`src/rtl/jtframe_vtiming_pkg.sv`:
```
// jtframe_vtiming_pkg
// Shared constants and helpers for the raster timing generator.
// The DEF_* constants are the default timing. Cores change the timing by
// overriding the jtframe_vtiming parameters, not by editing these values.
// Helpers:
//   wrap_sub  - (a - b) mod total, used to place a window start before a
//               reference point on a wrapping counter
//   win_step  - one update of a set/clear window flag
package jtframe_vtiming_pkg;

  localparam int DEF_HW       = 9;
  localparam int DEF_VW       = 9;
  localparam int DEF_HTOTAL   = 384;
  localparam int DEF_HB_START = 256;
  localparam int DEF_HB_END   = 0;
  localparam int DEF_HS_START = 288;
  localparam int DEF_HS_END   = 320;
  localparam int DEF_VTOTAL   = 264;
  localparam int DEF_VB_START = 240;
  localparam int DEF_VB_END   = 0;
  localparam int DEF_VS_START = 248;
  localparam int DEF_VS_END   = 251;
  localparam int DEF_FLIP_LSB = 3;
  localparam int DEF_DMA_LEAD = 8;

  function automatic int wrap_sub(input int a, input int b, input int total);
    return (((a - b) % total) + total) % total;
  endfunction

  // The end match takes priority over the start match, so a window with
  // START == END is never active.
  function automatic logic win_step(input logic cur, input logic at_start,
                                    input logic at_end);
    if (at_end)   return 1'b0;
    if (at_start) return 1'b1;
    return cur;
  endfunction

endpackage

```
`src/rtl/jtframe_vtiming_win.sv`:
```
// jtframe_vtiming_win
// Generic set/clear window register on a wrapping counter.
// The window sets on the update in which the counter becomes start_i and
// clears on the update in which it becomes end_i. start_i > end_i gives a
// window that spans the wrap.
// Ports:
//   clk, rst_n  clock, asynchronous active-low reset
//   cen_i       update qualifier (the counter takes its new value)
//   cnt_i       counter value being taken on this update
//   start_i     set point
//   end_i       clear point
//   win_o       registered window flag
//   win_d_o     next-state window flag, for registers aligned with win_o
module jtframe_vtiming_win
  import jtframe_vtiming_pkg::*;
#(
  parameter int W = 9
) (
  input  logic         clk,
  input  logic         rst_n,
  input  logic         cen_i,
  input  logic [W-1:0] cnt_i,
  input  logic [W-1:0] start_i,
  input  logic [W-1:0] end_i,
  output logic         win_o,
  output logic         win_d_o
);

  logic win_q;
  logic win_d;

  always_comb begin
    win_d = win_q;
    if (cen_i) win_d = win_step(win_q, cnt_i == start_i, cnt_i == end_i);
  end

  always_ff @(posedge clk or negedge rst_n) begin
    if (!rst_n) win_q <= 1'b0;
    else        win_q <= win_d;
  end

  assign win_o   = win_q;
  assign win_d_o = win_d;

endmodule

```
`src/rtl/jtframe_vtiming.sv`:
```
// jtframe_vtiming
// Parametrised raster timing generator: free-running H/V counters,
// programmable blanking and sync windows, frame-latched flip, composite
// sync, DMA window and line/frame strobes. All outputs are registered and
// advance only on pxl_cen.
// Optional feature: define JTFRAME_VTIMING_INTERLACE_EN for interlaced
// fields (odd fields one line longer, odd-field VS edges at mid-line).
// Without it, field is constant 0.
// Ports:
//   clk, rst_n   clock, asynchronous active-low reset
//   pxl_cen      pixel clock enable
//   flip         screen flip request, latched when VB rises
//   Hraw, Vraw   unflipped counters
//   H, V         flipped counters (H keeps bits below FLIP_LSB)
//   HB, VB       blanking
//   HS, VS       sync, active-high
//   csync_n      ~(HS ^ VS)
//   dma_win_n    low from HB_START-DMA_LEAD to HB_END on VB lines
//   line_stb     one-clk pulse when Hraw wraps to 0
//   frame_stb    one-clk pulse when VB rises
//   field        interlace field
module jtframe_vtiming
  import jtframe_vtiming_pkg::*;
#(
  parameter int HW       = DEF_HW,
  parameter int VW       = DEF_VW,
  parameter int HTOTAL   = DEF_HTOTAL,
  parameter int HB_START = DEF_HB_START,
  parameter int HB_END   = DEF_HB_END,
  parameter int HS_START = DEF_HS_START,
  parameter int HS_END   = DEF_HS_END,
  parameter int VTOTAL   = DEF_VTOTAL,
  parameter int VB_START = DEF_VB_START,
  parameter int VB_END   = DEF_VB_END,
  parameter int VS_START = DEF_VS_START,
  parameter int VS_END   = DEF_VS_END,
  parameter int FLIP_LSB = DEF_FLIP_LSB,
  parameter int DMA_LEAD = DEF_DMA_LEAD
) (
  input  logic          clk,
  input  logic          rst_n,
  input  logic          pxl_cen,
  input  logic          flip,
  output logic [HW-1:0] Hraw,
  output logic [VW-1:0] Vraw,
  output logic [HW-1:0] H,
  output logic [VW-1:0] V,
  output logic          HB,
  output logic          VB,
  output logic          HS,
  output logic          VS,
  output logic          csync_n,
  output logic          dma_win_n,
  output logic          line_stb,
  output logic          frame_stb,
  output logic          field
);

  if (HTOTAL > (1 << HW)) begin : g_htotal_chk
    $error("jtframe_vtiming: HTOTAL=%0d does not fit in HW=%0d bits", HTOTAL, HW);
  end
  if (VTOTAL + 1 > (1 << VW)) begin : g_vtotal_chk
    $error("jtframe_vtiming: VTOTAL+1=%0d does not fit in VW=%0d bits", VTOTAL + 1, VW);
  end

  localparam logic [HW-1:0] H_LAST = HW'(HTOTAL - 1);
  localparam logic [VW-1:0] V_LAST = VW'(VTOTAL - 1);
  localparam logic [HW-1:0] HB_S   = HW'(HB_START);
  localparam logic [HW-1:0] HB_E   = HW'(HB_END);
  localparam logic [HW-1:0] HS_S   = HW'(HS_START);
  localparam logic [HW-1:0] HS_E   = HW'(HS_END);
  localparam logic [VW-1:0] VB_S   = VW'(VB_START);
  localparam logic [VW-1:0] VB_E   = VW'(VB_END);
  localparam logic [VW-1:0] VS_S   = VW'(VS_START);
  localparam logic [VW-1:0] VS_E   = VW'(VS_END);
  localparam logic [HW-1:0] DMA_S  = HW'(wrap_sub(HB_START, DMA_LEAD, HTOTAL));
  localparam logic [HW-1:0] H_MASK = ~HW'((1 << FLIP_LSB) - 1);

  logic [HW-1:0] h_q, h_d, hflip_q;
  logic [VW-1:0] v_q, v_d, vflip_q, v_last;
  logic          h_wrap, v_cen, vs_cen, frame_rise;
  logic          flip_l_q, flip_l_d;
  logic          csync_n_q, dma_win_n_q, line_stb_q, frame_stb_q;
  logic          hb_q, hs_q, hs_d, vb_q, vb_d, vs_q, vs_d, dma_d;
  logic          hb_d_unused, dma_q_unused;

  assign h_wrap = (h_q == H_LAST);
  // Vertical windows only move when the line changes.
  assign v_cen  = pxl_cen & h_wrap;

`ifdef JTFRAME_VTIMING_INTERLACE_EN
  localparam logic [VW-1:0] V_LAST_ODD = VW'(VTOTAL);
  localparam logic [HW-1:0] H_HALF     = HW'(HTOTAL / 2);
  logic field_q;

  always_ff @(posedge clk or negedge rst_n) begin
    if (!rst_n)          field_q <= 1'b0;
    else if (frame_rise) field_q <= ~field_q;
  end

  // Odd fields get one extra line and put the VS edges at mid-line.
  assign v_last = field_q ? V_LAST_ODD : V_LAST;
  assign vs_cen = pxl_cen & (field_q ? (h_d == H_HALF) : h_wrap);
  assign field  = field_q;
`else
  assign v_last = V_LAST;
  assign vs_cen = v_cen;
  assign field  = 1'b0;
`endif

  always_comb begin
    h_d = h_q;
    v_d = v_q;
    if (pxl_cen) begin
      h_d = h_wrap ? '0 : h_q + 1'b1;
      if (h_wrap) v_d = (v_q == v_last) ? '0 : v_q + 1'b1;
    end
  end

  jtframe_vtiming_win #(.W(HW)) u_hb (
    .clk(clk), .rst_n(rst_n), .cen_i(pxl_cen), .cnt_i(h_d),
    .start_i(HB_S), .end_i(HB_E), .win_o(hb_q), .win_d_o(hb_d_unused));

  jtframe_vtiming_win #(.W(HW)) u_hs (
    .clk(clk), .rst_n(rst_n), .cen_i(pxl_cen), .cnt_i(h_d),
    .start_i(HS_S), .end_i(HS_E), .win_o(hs_q), .win_d_o(hs_d));

  // Only the next-state value is used; dma_win_n is registered below
  // together with the VB gate.
  jtframe_vtiming_win #(.W(HW)) u_dma (
    .clk(clk), .rst_n(rst_n), .cen_i(pxl_cen), .cnt_i(h_d),
    .start_i(DMA_S), .end_i(HB_E), .win_o(dma_q_unused), .win_d_o(dma_d));

  jtframe_vtiming_win #(.W(VW)) u_vb (
    .clk(clk), .rst_n(rst_n), .cen_i(v_cen), .cnt_i(v_d),
    .start_i(VB_S), .end_i(VB_E), .win_o(vb_q), .win_d_o(vb_d));

  jtframe_vtiming_win #(.W(VW)) u_vs (
    .clk(clk), .rst_n(rst_n), .cen_i(vs_cen), .cnt_i(v_d),
    .start_i(VS_S), .end_i(VS_E), .win_o(vs_q), .win_d_o(vs_d));

  assign frame_rise = pxl_cen & vb_d & ~vb_q;
  // The flip request is taken once per frame so the picture never tears.
  assign flip_l_d   = frame_rise ? flip : flip_l_q;

  always_ff @(posedge clk or negedge rst_n) begin
    if (!rst_n) begin
      h_q         <= '0;
      v_q         <= '0;
      hflip_q     <= '0;
      vflip_q     <= '0;
      flip_l_q    <= 1'b0;
      csync_n_q   <= 1'b1;
      dma_win_n_q <= 1'b1;
      line_stb_q  <= 1'b0;
      frame_stb_q <= 1'b0;
    end else begin
      h_q         <= h_d;
      v_q         <= v_d;
      flip_l_q    <= flip_l_d;
      hflip_q     <= h_d ^ (H_MASK & {HW{flip_l_d}});
      vflip_q     <= v_d ^ {VW{flip_l_d}};
      csync_n_q   <= ~(hs_d ^ vs_d);
      dma_win_n_q <= ~(dma_d & vb_d);
      line_stb_q  <= pxl_cen & h_wrap;
      frame_stb_q <= frame_rise;
    end
  end

  assign Hraw      = h_q;
  assign Vraw      = v_q;
  assign H         = hflip_q;
  assign V         = vflip_q;
  assign HB        = hb_q;
  assign HS        = hs_q;
  assign VB        = vb_q;
  assign VS        = vs_q;
  assign csync_n   = csync_n_q;
  assign dma_win_n = dma_win_n_q;
  assign line_stb  = line_stb_q;
  assign frame_stb = frame_stb_q;

endmodule

```
`config.mk`:
```
export PLATFORM = sky130hd
export DESIGN_NAME = jtframe_vtiming
export DESIGN_NICKNAME = d
export VERILOG_FILES = /design/src/rtl/jtframe_vtiming_pkg.sv /design/src/rtl/jtframe_vtiming_win.sv /design/src/rtl/jtframe_vtiming.sv
export SDC_FILE = /design/constraint.sdc
export NUM_CORES = 1
export LEC_CHECK = 0
export ABC_CLOCK_PERIOD_IN_PS = 3050
export CORE_MARGIN = 2
export CORE_UTILIZATION = 47
export CTS_BUF_LIST = sky130_fd_sc_hd__clkbuf_4 sky130_fd_sc_hd__clkbuf_8
export DETAILED_ROUTE_END_ITERATION = 7
export PLACE_DENSITY_LB_ADDON = 0.08
export SLEW_MARGIN = 10
export SYNTH_ARGS = -nofsm -noshare
export SYNTH_HDL_FRONTEND = slang
export SYNTH_SLANG_ARGS = --single-unit
```
`constraint.sdc`:
```
create_clock -name clk -period 3.05 [get_ports clk]
set_input_delay 0.7625 -clock clk [delete_from_list [all_inputs] [get_ports clk]]
set_output_delay 0.7625 -clock clk [all_outputs]
set_load 0.01 [all_outputs]
```
### Yosys cells after proc, flatten, opt, wreduce, memory -nomap -nowiden

Cells that the tools add are included.

* logic and storage cells: 91
* flip-flop bits (word level): 46
* bits of input ports: 4

* mux-type cells: 52
* add/subtract/negate cells: 2
* bitwise gates (word level): 10
* reduce and logical (&&, ||, !) cells: 4
* equality and inequality tests: 9

Operator list (count)
* $mux 1: 47
* $eq 9x9->1 const B: 5
* $mux 9: 5
* $eq 9x8->1 const B: 4
* $add 9x1->9 const B: 2
* $logic_not 9->1: 2
* $xor 9x9->9: 2
* $and 1x1->1: 4
* $not 1->1: 3
* $reduce_and 2->1: 1
* $reduce_bool 2->1: 1
* $xor 1x1->1: 1

### Logic depth before layout (Yosys ltp)

Gate-level depths: netlist (run 1).

* word-level depth: 16
* gate-level depth with buffers: 12
* gate-level depth less buffers: 8

### By module

From an unflattened synthesis (run 1), not the netlist that was laid out.

* cells, all modules: 259
* area total of the unflattened synthesis: 2855.2 sq um

Modules (own cells, without submodules)
* jtframe_vtiming: instances 1, cells an instance 134, sequential area each 953.4 sq um, area each 1666.6 sq um
* jtframe_vtiming_win: instances 5, cells an instance 25, sequential area each 25.0 sq um, area each 237.7 sq um

### Least setup slack after synthesis (run 1)

Ideal clock, no wire load.

* kind: flip-flop to flip-flop
* from: register, netlist name H[0]
* to: register vflip_q[2], in the netlist V[2]
* setup time: 0.128 ns
* path buffers: 4
* cell stages (with the launch flop): 13
* data arrival time: 2.868 ns
* required time: 2.922 ns
* clock period less this slack: 2.996 ns
* slack: 0.054 ns
* path through: dfrtp_1 ha_1 clkbuf_8 nand4b_4 or3_1 clkbuf_2 o311a_1 nor3b_2 nand4b_1 mux2_4 buf_6 buf_8 xor2_1

RTL lines
* end signal: assignment: RTL line jtframe_vtiming.sv:162 `vflip_q <= v_d ^ {VW{flip_l_d}};`
* end: declaration: RTL line jtframe_vtiming.sv:80 `logic [VW-1:0] v_q, v_d, vflip_q, v_last;`

### Worst setup path after layout (run 1)

* from: input pxl_cen
* to: register vflip_q[2], in the netlist V[2]

* word-level cells in the longest chain between the ends: 12
* elaborated cells on any way between the ends: 17
* classes of those cells: 1 x eq/ne; 11 x mux; 4 x bitwise; 1 x reduce/logical

RTL lines
* start: declaration: RTL line jtframe_vtiming.sv:42 `input logic pxl_cen,`
* $mux 9: RTL line jtframe_vtiming.sv:114 `if (pxl_cen) begin`
* $eq 9x8->1: RTL line jtframe_vtiming_win.sv:34 `if (cen_i) win_d = win_step(win_q, cnt_i == start_i, cnt_i == end_i);`
* $mux 1 (2 in series): RTL line jtframe_vtiming_pkg.sv:35 `if (at_start) return 1'b1;`
* $mux 1: RTL line jtframe_vtiming_win.sv:34
* $mux 1: RTL line jtframe_vtiming_pkg.sv:36 `return cur;`
* $mux 1: RTL line jtframe_vtiming_pkg.sv:35
* $mux 1: RTL line jtframe_vtiming_win.sv:34
* $and 1x1->1 (2 in series): RTL line jtframe_vtiming.sv:142 `assign frame_rise = pxl_cen & vb_d & ~vb_q;`
* $mux 1: RTL line jtframe_vtiming.sv:144 `assign flip_l_d = frame_rise ? flip : flip_l_q;`
* $xor 9x9->9 *: RTL line jtframe_vtiming.sv:162

Every way passes the cells marked *; elsewhere a longest branch is shown, timed or not. The select of a mux whose other input is x is not followed.
A chain may end at the register's enable or synchronous reset.

==> results.ini, run 1 <==
[outcome]
run_status=completed

[setup_path]
critPathMaxStageDelay_ns=0.45
crit_path_end=V[2]$_DFF_PN0_
r2r_start=Vraw[1]$_DFF_PN0_
crit_type=in -> reg
reg2reg_to=V[2]$_DFF_PN0_
worst_ep_required_time_ns=3.23
cp_max_fo=8
critPathMostFrequentCell=or3_4
ff2ff_setup_slack_ns=0.26
slowest_stage=mux2_4
cp-startpoint=pxl_cen
crit_chain=dlygate4sd2_1 -> nand4b_4 -> or3_4 -> or3_4 -> nor3b_4 -> nand4b_1 -> mux2_4 -> xor2_1
critPathLaunchType=input pin
end_kind=flip-flop
r2r_cells=9
arrival_ns=2.99

[placement]
place_congestion=0.909
pre_cts_ws_ns=-0.358
io_buffers=47
dp_hpwl_mm=3.68

[drt]
drt_iter0_drc=122
wire_per_inst_um=15.5
post-route-drc-count=0
ant_nets=0
vias=1816
dr.pass1.iters=4
wirelength_mm=5.21
vias_per_cell=5.40

[floorplan]
die_x_um=73.2
core-area_um2=4660
dieArea_um2=5360
core.rowCount=25
initial_core_util_pct=48.3
die_y_um=73.2
io-pin-count=49

[global_route]
grt_start_max_net_pins=44
grt_pass1_vias=1864
grt_overflow=0
grt-busiest-layer=met2
met3_usage_pct=4.56
antenna_found_initial=0
gr-usage-all-layers_pct=21.5
grt_pass1_wl_mm=8.65
use_met1_pct=25.4
met2_usage_pct=38.1

[cts]
cts_setup_buffers=0
cts.clk_slew.worst_paths_ns=0.08
htreeDepth=2
cts_root_buf=clkbuf_8
cts_tree=done
cts_buffers=5
cts_sinks=43
clockBufferDepth=2
clock_latency_ns=0.30

[sta]
fmax_ghz=0.356
layout_min_cycle_time_ns=2.81
timing.hold.ws_ns=0.515
hold_viol=0
skew_ns=0.00478
fin_ws_ns=0.240
setup_viol=0
maxSlewViolCount=0
finalCritPeriodShare_pct=92.1
rsz0062_at_grt=no
worst_pin_slew_ns=0.927
max_slew_margin_pct=38.2

[synth]
synth_seq_cells=43
synth-compound-area-share_pct=7.45
synthXorXnorAreaFrac_pct=11.3
synth.area.mux_share_pct=3.95
synth-seq-area-share_pct=47.9
postSynthCellCount=208
yosysMostFrequentCell=dfrtp_1
syn_nets=214
synth_commonest_cells=41 x dfrtp_1, 16 x xnor2_1, 14 x nand2_1, 13 x xor2_1, 11 x nor2_1
netlist_area_um2=2250
synth.area.top_cells=dfrtp_1 46%, xnor2_1 6.2%, xor2_1 5.1%, dfstp_2 2.3%, nand2_1 2.3%
yosysUniqueCellTypes=55
async_flop_share_pct=100
synthFlopType=dfrtp_1
synth-simple-area-share_pct=20.5
synthAdderAreaFrac_pct=1.11
syn_avg_cell_area_um2=10.8
yosys_warnings=0
synth_top_family_by_area=simple AND/OR/NAND/NOR gates
synth_edf_count=0
yosysTopAreaCell=dfrtp_1
synth_top_area_share_pct=45.6

[cells_and_area]
n_fill_cell=387
antenna_cells=0
fin_nets=287
drive_gt1_share_pct=23.0
area_delta_synth_final_pct=36.0
post-route-util_pct=65.7

[hold_path]
hp-class=reg -> reg

[power_and_ir_drop]
power_density_nw_per_um2=615
total_leakage_power_nw=1.45
irDropWorstVdd_v=0.000431

[job]
maxCapViolCount=0

==> sequential cells by signal (all words and copies together), names as in the netlist, named ones only <==
name / flops
u_hs.win_o: 1
line_stb: 1
dma_win_n: 1
Hraw: 6
u_vs.win_o: 1
Vraw: 9
frame_stb: 1
csync_n: 1
H: 9
V: 9
u_dma.win_o: 1
u_vb.win_o: 1
u_hb.win_o: 1
==> critical path: cells and delay by family <==
family | cells | cell delay, ns
buffers and inverters | 1 | 0.25
muxes | 1 | 0.45
and+or+nand+nor | 5 | 1.36
xor gates and xnor gates | 1 | 0.17
==> cell families (layout without fill, tap and decap cells) <==
group,count (synthesis),in the layout
compound gates,23,23
xor+xnor,29,29
other cells,1,1
buf+inv,26,99
mux,8,9
fa+ha+maj,2,2
simple gates,76,76
flops,43,43
==> worst min path at each step <==
stage	endpoint	slack [ns]	cells after the start	start
2_1_floorplan	u_dma.win_o$_DFF_PN0_	0.45	2	u_dma.win_o$_DFF_PN0_
3_3_place_gp	u_dma.win_o$_DFF_PN0_	0.48	2	u_dma.win_o$_DFF_PN0_
3_5_place_dp	u_dma.win_o$_DFF_PN0_	0.49	2	u_dma.win_o$_DFF_PN0_
4_1_cts	u_dma.win_o$_DFF_PN0_	0.51	2	u_dma.win_o$_DFF_PN0_
5_1_grt	u_dma.win_o$_DFF_PN0_	0.55	2	u_dma.win_o$_DFF_PN0_
6_report	u_dma.win_o$_DFF_PN0_	0.52	2	u_dma.win_o$_DFF_PN0_
==> where the power goes <==
group	leakage (nW)	switching [mW]	internal, mW
Clock	0.0581	0.204	0.244
Sequential	0.576	0.0707	0.645
Combinational	0.819	0.337	0.382
Total	1.45	0.612	1.27
==> cell type report <==
cell class	instances	area, um^2	share of cell area [%]
Clock buffer	5	68.8	2.25
Inverter	10	37.5	1.23
Timing Repair Buffer	81	719	23.5
Clock inverter	3	43.8	1.43
Multi-Input combinational cell	140	1040	34.1
Tap cell	54	67.6	2.21
Sequential cell	43	1080	35.2
==> cell usage in the layout (no fill, tap or decap), types with 2 or more instances in the layout <==
master | Yosys | routed
nor3_1 | 7 | 7
o21ai_0 | 3 | 3
mux2_2 | 3 | 3
nand4_1 | 7 | 7
dfrtp_1 | 41 | 41
nand2_1 | 14 | 14
mux2_4 | 1 | 2
xnor2_1 | 16 | 15
or2_2 | 2 | 2
nand3_1 | 6 | 6
clkdlybuf4s50_1 | 0 | 45
nor4_2 | 1 | 2
nand2b_1 | 3 | 3
and2_2 | 2 | 2
nor4b_1 | 2 | 2
a31oi_1 | 3 | 3
a21oi_1 | 3 | 3
nor2_1 | 11 | 11
and3_1 | 2 | 2
or3_4 | 0 | 2
inv_1 | 10 | 10
mux2i_1 | 4 | 4
a2bb2oi_1 | 2 | 2
ha_1 | 2 | 2
buf_4 | 5 | 34
dfstp_2 | 2 | 2
nor4_1 | 6 | 5
xor2_1 | 13 | 13
nand4b_1 | 2 | 2
clkbuf_8 | 1 | 5
==> timing repair <==
item	4_1_cts	5_1_grt
endpoints found under the setup margin	11	0
hold endpoints to repair	0	0
resized for setup	7	0
hold buffers	0	0
==> layer usage <==
layer  wire [um]  vias up
li1            -      867
met1        2210      885
met2        2700       54
met3         201       10
met4         102        0
met5           0        -
==> through the flow <==
stage	setup TNS, ns	cell area (um^2)	cells	total power, mW
finish	0	3060	336	1.88
floorplan	0	2250	208	1.10
global route	0	3060	336	1.98
detailed placement	-5.74	2900	327	1.44
global placement	-5.15	2900	327	1.44
CTS	0	3060	336	1.90
No activity file was read; power rests on OpenSTA's default activity.
==> inputs of run 2 (changes only) <==
Settings changed: PLACE_DENSITY from default to 0.79, PLACE_DENSITY_LB_ADDON 0.08 to default.
==> run 2 against run 1 <==
  * Flip-flop and latch count unchanged
  * Maximum frequency shrank 2.5%
  * Clock-buffer cell count grew 3
  * Register-to-register slack lost 0.09 ns
  * Non-clock buffer count is 5 lower
  * Wire length is 2.1% lower
  * Critical path depth unchanged
  * Utilization shrank 1.1 points
==> results.ini, run 2 (same netlist as run 1, synthesis figures left out) <==
[power_and_ir_drop]
p_int_mw=1.20  ; was 1.27 mW
power_density_nw_per_um2=593  ; was 615 nW/um^2
total_leakage_power_nw=1.41  ; was 1.45 nW
fin_total_pwr_mw=1.78  ; was 1.88 mW
pwr-share-seq_pct=41.0  ; was 38.0%
irDropWorstVdd_v=0.000482  ; was 0.000431 V
power_frac_clock_pct=22.9  ; was 23.8%
p_switching_mw=0.581  ; was 0.612 mW
switching_share_pct=32.6  ; was 32.5%
combPwrFrac_pct=36.1  ; was 38.2%

[sta]
maxSlewViolCount=0  ; unchanged
timing.hold.ws_ns=0.510  ; was 0.515 ns
rsz0062_at_grt=no  ; unchanged
worst_pin_slew_ns=0.952  ; was 0.927 ns
layout_min_cycle_time_ns=2.88  ; was 2.81 ns
max_slew_margin_pct=36.5  ; was 38.2%
setup_viol=0  ; unchanged
finalCritPeriodShare_pct=94.4  ; was 92.1%
skew_ns=0.00857  ; was 0.00478 ns
hold_viol=0  ; unchanged
fmax_ghz=0.347  ; was 0.356 GHz

[floorplan]
die_y_um=73.2  ; unchanged
core-area_um2=4660  ; unchanged
dieArea_um2=5360  ; unchanged
initial_core_util_pct=48.3  ; unchanged
io-pin-count=49  ; unchanged
core.rowCount=25  ; unchanged
die_x_um=73.2  ; unchanged

[cells_and_area]
post-route-util_pct=64.5  ; was 65.7%
area_delta_synth_final_pct=33.7  ; was 36.0%
antenna_cells=0  ; unchanged
fin_area_um2=3010  ; was 3060 um^2
mostFrequentLayoutCell=clkdlybuf4s50_1  ; unchanged
final_cell_mix=45 x clkdlybuf4s50_1, 41 x dfrtp_1, 29 x buf_4, 16 x xnor2_1, 14 x nand2_1  ; was 45 x clkdlybuf4s50_1, 41 x dfrtp_1, 34 x buf_4, 15 x xnor2_1, 14 x nand2_1
fin_nets=282  ; was 287
drive_gt1_share_pct=21.3  ; was 23.0%

[cts]
cts_root_buf=clkbuf_8  ; unchanged
cts_tree=done  ; unchanged
cts_buffers=5  ; unchanged
cts.clk_slew.worst_paths_ns=0.08  ; about the same
cts_sinks=43  ; unchanged
clock_latency_ns=0.30  ; about the same
clockBufferDepth=2  ; unchanged
htreeDepth=2  ; unchanged

[global_route]
grt_start_max_net_pins=44  ; unchanged
gr-usage-all-layers_pct=20.5  ; was 21.5%
grt_pass1_vias=1685  ; was 1864
grt_pass1_wl_mm=8.12  ; was 8.65 mm
antenna_found_initial=0  ; unchanged
grt_overflow=0  ; unchanged

[setup_path]
r2r_cells=8  ; was 9
arrival_ns=3.06  ; was 2.99 ns
cp_max_fo=8  ; unchanged
reg2reg_to=V[0]$_DFF_PN0_  ; was V[2]$_DFF_PN0_
critPathLaunchType=flip-flop  ; was input pin
crit_type=reg -> reg  ; was in -> reg
r2r_start=H[1]$_DFF_PN0_  ; was Vraw[1]$_DFF_PN0_
ff2ff_setup_slack_ns=0.17  ; was 0.26 ns
worst_ep_required_time_ns=3.23  ; about the same
end_kind=flip-flop  ; unchanged

[hold_path]
hp-start=u_vb.win_o$_DFF_PN0_  ; was u_dma.win_o$_DFF_PN0_
hp-class=reg -> reg  ; unchanged
min_delay_worst_endpoint=frame_stb$_DFF_PN0_  ; was u_dma.win_o$_DFF_PN0_
hold_path_depth=1  ; was 2

[drt]
ant_nets=0  ; unchanged
wirelength_mm=5.10  ; was 5.21 mm
vias=1807  ; was 1816
dr.pass1.iters=4  ; unchanged
vias_per_cell=5.46  ; was 5.40
wire_per_inst_um=15.4  ; was 15.5 um
post-route-drc-count=0  ; unchanged
drt_iter0_drc=109  ; was 122

[job]
maxCapViolCount=0  ; unchanged

[placement]
place_congestion=0.848  ; was 0.909
io_buffers=47  ; unchanged
dp_hpwl_mm=3.37  ; was 3.68 mm
placed_area_um2=2860  ; was 2900 um^2

[outcome]
run_status=completed  ; unchanged

run 2: final cells by class:
type	count	area, um^2
sequential	43	1080
inverter	10	37.5
clock buffer	8	104
timing repair buffer	76	682
fill	358	1650
multi-input combinational	140	1040
tap	54	67.6
run 2: worst max-delay path: stages, from the launching register on:
cell      delay [ns]
dfrtp_1         0.47
ha_1            0.27
nand4b_4        0.14
or3_1           0.38
or3_4           0.41
nor3b_4         0.26
nand4b_1        0.21
mux2_4          0.44
xor2_1          0.17
run 2: layer usage:
metal  track usage [%]  up-vias  part of all wire [%]
met5                 0        -                     0
met4              10.1        0                   2.3
met3              4.42       12                   5.3
met2              31.9       62                    49
met1              26.8      870                    44
li1                  -      863                     -
run 2: power by group through the flow:
stage                     clock network [mW]  registers [mW]  logic [mW]
after global routing                   0.437           0.742       0.697
after CTS                              0.415           0.731       0.644
after floorplan                            0           0.758       0.343
after detailed placement                   0           0.740       0.634
after global placement                     0           0.738       0.624
final                                  0.408           0.731       0.644
run 2: timing repair:
item,CTS,global route
resized for setup,6,0
endpoints found under the hold margin,0,0
setup endpoints to repair,16,0
setup buffers,1,0
hold buffers,0,0
run 2: worst max path at each step:
stage,startpoint,to,slack (ns),cells past startpoint
after floorplan,H[0]$_DFF_PN0_,V[2]$_DFF_PN0_,0.05,12
final,H[1]$_DFF_PN0_,V[0]$_DFF_PN0_,0.17,8
after CTS,H[1]$_DFF_PN0_,V[0]$_DFF_PN0_,0.19,8
after global routing,H[1]$_DFF_PN0_,V[0]$_DFF_PN0_,0.05,8
after global placement,pxl_cen,H[3]$_DFF_PN0_,-0.35,9
after detailed placement,pxl_cen,V[8]$_DFF_PN0_,-0.35,9
run 2: through the flow:
| stage | setup TNS, ns | setup WS, ns | cells |
|---|---|---|---|
| 3_3_place_gp | -5.88 | -0.353 | 321 |
| 6_report | 0 | 0.169 | 331 |
| 5_1_grt | 0 | 0.0510 | 331 |
| 2_1_floorplan | 0 | 0.0538 | 208 |
| 3_5_place_dp | -5.59 | -0.348 | 321 |
| 4_1_cts | 0 | 0.188 | 331 |
